==> config.mk <==
export PLATFORM = sky130hd
export DESIGN_NAME = mac_seq_ctrl
export DESIGN_NICKNAME = d
export VERILOG_FILES = /design/src/rtl/mac_pkg.sv /design/src/rtl/mac_unit.sv /design/src/rtl/mac_seq_ctrl.sv
export SDC_FILE = /design/constraint.sdc
export NUM_CORES = 1
export LEC_CHECK = 0
export ABC_AREA = 1
export BUFFER_PORTS_ARGS = -buffer_cell sky130_fd_sc_hd__buf_2
export CAP_MARGIN = 15
export CORE_UTILIZATION = 54
export DETAILED_ROUTE_END_ITERATION = 10
export PLACE_DENSITY = 0.79
export SLEW_MARGIN = 20
export SYNTH_ARGS = -nofsm -noshare
export SYNTH_HDL_FRONTEND = slang
export SYNTH_SLANG_ARGS = --single-unit
==> constraint.sdc <==
create_clock -name clk -period 4.6 [get_ports clk]
set_input_delay 0.92 -clock clk [delete_from_list [all_inputs] [get_ports clk]]
set_output_delay 0.92 -clock clk [all_outputs]
set_load 0.01 [all_outputs]
==> src/rtl/mac_pkg.sv <==
// Shared types and default sizing for the MAC sequencer and its datapath.
package mac_pkg;

  localparam int unsigned DefBitWidth  = 8;
  localparam int unsigned DefAccumBits = 20;
  localparam int unsigned DefLenBits   = 8;

  typedef enum logic [1:0] {
    StIdle,
    StAccum,
    StDone
  } mac_state_e;

endpackage

==> src/rtl/mac_unit.sv <==
// Combinational multiply-accumulate: partial_sum_out = partial_sum_in + weight * inp (unsigned).
module mac_unit
  import mac_pkg::*;
#(
  parameter int unsigned BIT_WIDTH  = DefBitWidth,
  parameter int unsigned ACCUM_BITS = DefAccumBits
) (
  input  logic [BIT_WIDTH-1:0]  weight,
  input  logic [BIT_WIDTH-1:0]  inp,
  input  logic [ACCUM_BITS-1:0] partial_sum_in,
  output logic [ACCUM_BITS-1:0] partial_sum_out
);

  logic [ACCUM_BITS-1:0] product;

  if (ACCUM_BITS < 2 * BIT_WIDTH) begin : g_bad_width
    $error("mac_unit: ACCUM_BITS must be at least 2*BIT_WIDTH");
  end

  // Operands widened first so the full product fits; the sum wraps modulo 2^ACCUM_BITS.
  always_comb begin
    product         = ACCUM_BITS'(weight) * ACCUM_BITS'(inp);
    partial_sum_out = partial_sum_in + product;
  end

endmodule

==> src/rtl/mac_seq_ctrl.sv <==
// Sequencer that streams weight/input pairs through one mac_unit to form a biased dot product.
module mac_seq_ctrl
  import mac_pkg::*;
#(
  parameter int unsigned BIT_WIDTH  = DefBitWidth,
  parameter int unsigned ACCUM_BITS = DefAccumBits,
  parameter int unsigned LEN_BITS   = DefLenBits
) (
  input  logic                  clk,
  input  logic                  rst_n,
  input  logic                  start,
  input  logic [LEN_BITS-1:0]   vec_len,
  input  logic [ACCUM_BITS-1:0] bias,
  input  logic                  in_valid,
  output logic                  in_ready,
  input  logic [BIT_WIDTH-1:0]  weight,
  input  logic [BIT_WIDTH-1:0]  inp,
  output logic                  out_valid,
  input  logic                  out_ready,
  output logic [ACCUM_BITS-1:0] result,
  output logic                  busy
);

  mac_state_e            state_q, state_d;
  logic [ACCUM_BITS-1:0] acc_q, acc_d;
  logic [LEN_BITS-1:0]   len_q, len_d;
  logic [LEN_BITS-1:0]   count_q, count_d;
  logic [ACCUM_BITS-1:0] mac_sum;
  logic                  last_pair;

  mac_unit #(
    .BIT_WIDTH  (BIT_WIDTH),
    .ACCUM_BITS (ACCUM_BITS)
  ) u_mac_unit (
    .weight          (weight),
    .inp             (inp),
    .partial_sum_in  (acc_q),
    .partial_sum_out (mac_sum)
  );

  // len_q is never zero in StAccum, so len_q - 1 cannot wrap.
  assign last_pair = (count_q == (len_q - LEN_BITS'(1)));

  always_comb begin
    state_d = state_q;
    acc_d   = acc_q;
    len_d   = len_q;
    count_d = count_q;
    unique case (state_q)
      StIdle: begin
        if (start) begin
          acc_d   = bias;
          len_d   = vec_len;
          count_d = '0;
          state_d = (vec_len == '0) ? StDone : StAccum;
        end
      end
      StAccum: begin
        if (in_valid) begin
          acc_d   = mac_sum;
          count_d = count_q + LEN_BITS'(1);
          if (last_pair) begin
            state_d = StDone;
          end
        end
      end
      StDone: begin
        if (out_ready) begin
          state_d = StIdle;
        end
      end
      default: state_d = StIdle;
    endcase
  end

  always_ff @(posedge clk) begin
    if (!rst_n) begin
      state_q <= StIdle;
      acc_q   <= '0;
      len_q   <= '0;
      count_q <= '0;
    end else begin
      state_q <= state_d;
      acc_q   <= acc_d;
      len_q   <= len_d;
      count_q <= count_d;
    end
  end

  // Handshake outputs decode state only, never the incoming valid/ready.
  always_comb begin
    in_ready  = (state_q == StAccum);
    out_valid = (state_q == StDone);
    busy      = (state_q != StIdle);
    result    = acc_q;
  end

endmodule

# Word level (Yosys, flattened, before mapping)
# Cells that the tools add are included.
[word_totals]
regBits = 38
in_bits = 49
out_inout_bits = 23
elab_cells = 34
[classes]
n_addsub = 3
multipliers = 1
n_eq_ne = 7
mux = 12
reduce_logical = 7
[op_table]
columns = ["operator", "count"]
rows = [
  ["$mux 20", 2],
  ["$pmux 20 s2", 1],
  ["$add 20x16->20", 1],
  ["$mul 8x8->16", 1],
  ["$mux 8", 2],
  ["$pmux 8 s2", 1],
  ["$mux 2", 5],
  ["$add 8x1->8 const B", 1],
  ["$eq 8x8->1", 1],
  ["$logic_not 8->1", 1],
  ["$sub 8x1->8 const B", 1],
  ["$pmux 2 s3", 1],
  ["$ne 2x1->1 const B", 2],
  ["$ne 2x2->1 const B", 2],
  ["$reduce_and 4->1", 1],
  ["$reduce_bool 2->1", 2],
  ["$reduce_and 3->1", 1],
  ["$eq 2x1->1 const B", 1],
  ["$eq 2x2->1 const B", 1],
  ["$logic_not 2->1", 1],
  ["$reduce_and 2->1", 1],
]

# Logic depth before layout (Yosys ltp)
[depth]
word_depth = 5
mapped_depth = 22
ltp_nobuf = 21

# By module
# A second synthesis with hierarchy kept.
[hier_totals]
cells_unflattened = 753
hier_area_um2 = 5001.0
[modules_own_cells]
columns = ["mod", "instances", "cells_per_inst", "area_each_um2", "seq_area_each_um2"]
rows = [
  ["mac_unit", 1, 479, 3120.5, 0.0],
  ["mac_seq_ctrl", 1, 274, 1880.6, 760.7],
]

# Worst setup path after synthesis
# OpenSTA, ideal clock, no wires.
[synth_timing]
kind = "input-to-reg"
startpoint = "in weight[5]"
endpoint = "reg acc_q[15], in the netlist result[15]"
setup_ns = 0.128
t_arrival_ns = 4.480
required_ns = 4.472
path_slack_ns = -0.008
cell_stages = 20
path_buffers = 1
cell_sequence = "clkbuf_1 -> nand2_1 -> fa_1 -> inv_1 -> fa_1 -> fa_1 -> inv_1 -> fa_1 -> inv_1 -> ha_1 -> nand2_1 -> inv_1 -> a21oi_1 -> nand2_1 -> nand2_1 -> nand2_1 -> nand2_1 -> nand3_1 -> nand2_1 -> a21oi_1"
[synth_between]
elab_chain_len = 4
[synth_rtl]
columns = ["element", "line_no", "source"]
rows = [
  ["start: declaration", "mac_seq_ctrl.sv:16", "input logic [BIT_WIDTH-1:0] weight,"],
  ["$mul 8x8->16", "mac_unit.sv:22", "product = ACCUM_BITS'(weight) * ACCUM_BITS'(inp);"],
  ["$add 20x16->20", "mac_unit.sv:23", "partial_sum_out = partial_sum_in + product;"],
  ["$mux 20", "mac_seq_ctrl.sv:59", "if (in_valid) begin"],
  ["$pmux 20 s2", "mac_seq_ctrl.sv:49", "unique case (state_q)"],
  ["end signal: assignment", "mac_seq_ctrl.sv:79", "acc_q <= '0;"],
  ["end signal: assignment", "mac_seq_ctrl.sv:84", "acc_q <= acc_d;"],
  ["end: declaration", "mac_seq_ctrl.sv:25", "logic [ACCUM_BITS-1:0] acc_q, acc_d;"],
]
# Every way passes these cells. The select of a mux whose other input is x is not followed.
# A chain may end at the register's enable or synchronous reset.

# Worst setup path in the final report
[layout_timing]
startpoint = "in inp[5]"
endpoint = "reg acc_q[18], in the netlist result[18]"
[layout_between]
elab_chain_len = 4
[layout_rtl]
columns = ["element", "line_no", "source"]
rows = [
  ["start: declaration", "mac_seq_ctrl.sv:17", "input logic [BIT_WIDTH-1:0] inp,"],
  ["$mul 8x8->16", "mac_unit.sv:22", ""],
  ["$add 20x16->20", "mac_unit.sv:23", ""],
  ["$mux 20", "mac_seq_ctrl.sv:59", ""],
  ["$pmux 20 s2", "mac_seq_ctrl.sv:49", ""],
]
# Every way passes these cells. The select of a mux whose other input is x is not followed.

==> results by group <==
Status
  – Status: complete, but fails checks
  – Failing checks: DRC

Pwr
  – Peak supply drop: 401.9 µV
  – P per Cell Area: 708.3 nW/µm²
  – Final total power: 4.108 mW
  – LEAKAGE: 3.417 nW

Worst hold path
  – Hold_sp: len_q[1]
  – Hold EP: len_q[1]
  – Hold path depth: 2
  – Hold Path Class: reg -> reg

Clocking
  – Clock Path Buffers: 2
  – H-tree depth: 2
  – Hold_buf cts: 0
  – CTS tree: built
  – Clk sinks: 38
  – CTS root buffer: clkbuf_8
  – CTS buffer count: 5
  – Clock Pin Slew Worst Setup and Hold Paths: 80 ps
  – Clk_lat worst skew: 300 ps

Worst setup path
  – Crit path DAT: 4620 ps
  – Worst R2R Start: result[7]
  – R2R depth: 19
  – CP required: 4780 ps
  – Kind of start point of the critical path: input port
  – Critical path capture point type: register
  – Critical R2R Capture: result[18]
  – R2R Setup Slk: 690 ps
  – Crit Path Max Fanout: 7
  – Critical path type: in -> reg

Placement
  – GPL Wtd Cong: 0.8687
  – DP HPWL: 9726 µm
  – Buffers on Ports: 71
  – Dpl cell area: 5562 µm²

Job
  – Number of max-cap violations: 0

Route
  – WL per Instance: 12.24 µm
  – DRC: 6
  – Vias per inst: 4.940
  – DR iter-0 viols: 236
  – First drt pass iteration count: 8
  – Via count: 4708
  – Drt total wl: 11670 µm
  – Final ANT Viol Nets: 0

Synthesis
  – Yosys cell types: 34
  – Count leader, synth: nand2_1
  – Syn avg cell area: 6.521 µm²
  – Ys flop type: dfxtp_1
  – Mapped cell area: 5021 µm²
  – Mapped Cells: 770
  – Async SR Flop Fraction: 0%
  – Ys Warns: 0
  – Sequential area share after synthesis: 15.15%
  – Synth top area cells: fa_1, nand2_1, dfxtp_1
  – Area leader, netlist: fa_1
  – Post-synth top cells: nand2_1, inv_1, nor2_1, fa_1, ha_1
  – Syn Nets: 912
  – Number of synthesized flops with an enable pin: 0
  – Seq cells post-synth: 38
  – Post-synth top area share: 19.94%

STA
  – Final Hold Viols: 0
  – Period Utilization, post-route: 96.53%
  – Worst slew pin tran: 725.1 ps
  – Final clock skew: 8.562 ps
  – Post-route setup TNS: 0 ps
  – Final Setup Violations: 0
  – Fin. max-slew vios: 0
  – Fin crit period: 4440 ps
  – Max transition margin: 51.60%
  – Max Clock Freq: 225.2 MHz

Floorplanning
  – Die Y: 98.43 µm
  – Initial Utilization: 56.74%
  – Ports: 72
  – Core area: 8848 µm²
  – # rows: 34
  – Die ar.: 9687 µm²
  – Die width: 98.43 µm

GRT
  – Gr usage total: 25.84%
  – First-pass GRT wire length: 20310 µm
  – Vias in the first global route: 4495
  – Grt total ovfl: 0
  – Largest net degree at the start of global routing: 34
  – Initial antenna violation count: 0

Layout
  – Synth-to-layout area growth: 15.50%
  – Core Util, Final: 65.54%
  – Layout cells sized above 1: 15.98%
  – Nets: 986
  – Fin area: 5799 µm²
  – Antenna Diode Count: 0
==> power by group <==
part | leakage, nW | internal, mW | switching (mW)
sequential | 0.313 | 0.439 | 0.134
clock | 0.0714 | 0.231 | 0.128
combinational | 3.03 | 1.26 | 1.91
total | 3.42 | 1.93 | 2.17
==> logic make-up (layout without fill, tap and decap cells) <==
family                     Yosys count  count (layout)  synth area share, %
and+or+nand+nor                    323             323                26.81
DFF                                 38              38                15.15
adders and majority gates           93              93                30.65
AOI/OAI and AO/OA                   79              79                8.373
buffers and inverters              229             304                17.62
xor gates and xnor gates             8               8                1.395
==> sequential cells by signal (all words and copies together) (netlist names) <==
signal	count
state_q	2
len_q	8
count_q	8
result	20
==> worst max-delay path, cell delays in order <==
cell	delay, ps
buf_2	150
nand2_1	100
fa_1	520
fa_1	550
inv_1	60
fa_1	530
inv_1	60
fa_1	550
inv_1	70
ha_4	250
nand2_1	80
nand2_1	80
a21oi_1	180
nand2_2	100
nand2_1	100
nand2_1	50
nand2_1	50
nand3_1	70
nand2_1	90
a21oi_1	50
==> placed cells by master (no fill, tap or decap), types with 6 or more instances in the layout <==
cell type and count:
o21ai_0 31, clkbuf_8 6, buf_4 24, buf_2 71, nand2_1 211, ha_1 38, fa_1 47, nand2_2 8
nand3_1 28, a21oi_1 33, nor2_1 51, inv_1 199, dfxtp_1 38
==> metal layers <==
metal / global-route usage, % / routed length [µm] / part of all wire (%)
met5: 0 / 0 / 0
met4: 5.166 / 102 / 0.87
met3: 3.050 / 488 / 4.2
met2: 46.37 / 5828 / 50
met1: 33.71 / 5248 / 45
==> stage by stage <==
stage,std cells,hold slack [ps],setup slack (ps)
CTS,953,501.1,73.54
global route,953,531.7,-35.34
detailed placement,945,488.1,-231.3
floorplan,770,447.9,4.274
global placement,945,470.6,-115.2
finish,953,499.3,159.7
==> layout make-up <==
class	instances	area (µm²)
well taps	108	135.1
clock inverters	2	60.06
repair buffers	95	535.5
multi-input cells	503	3471
clock buffers	6	82.58
flip-flops and latches	38	760.7
inverters	201	754.5
fillers	767	3049
==> what timing repair did <==
action	4_1_cts	5_1_grt
endpoints found under the setup margin	0	10
gates resized for setup	0	16
hold endpoints to repair	0	0
setup buffers	0	0
==> how the worst max path moves through the flow <==
stage / startpoint / to
after floorplan: weight[4] / result[12]
after global placement: inp[7] / result[12]
after detailed placement: weight[5] / result[15]
after CTS: weight[5] / result[15]
after global routing: inp[5] / result[15]
final: inp[5] / result[18]
No activity file was read; power rests on OpenSTA's default activity.
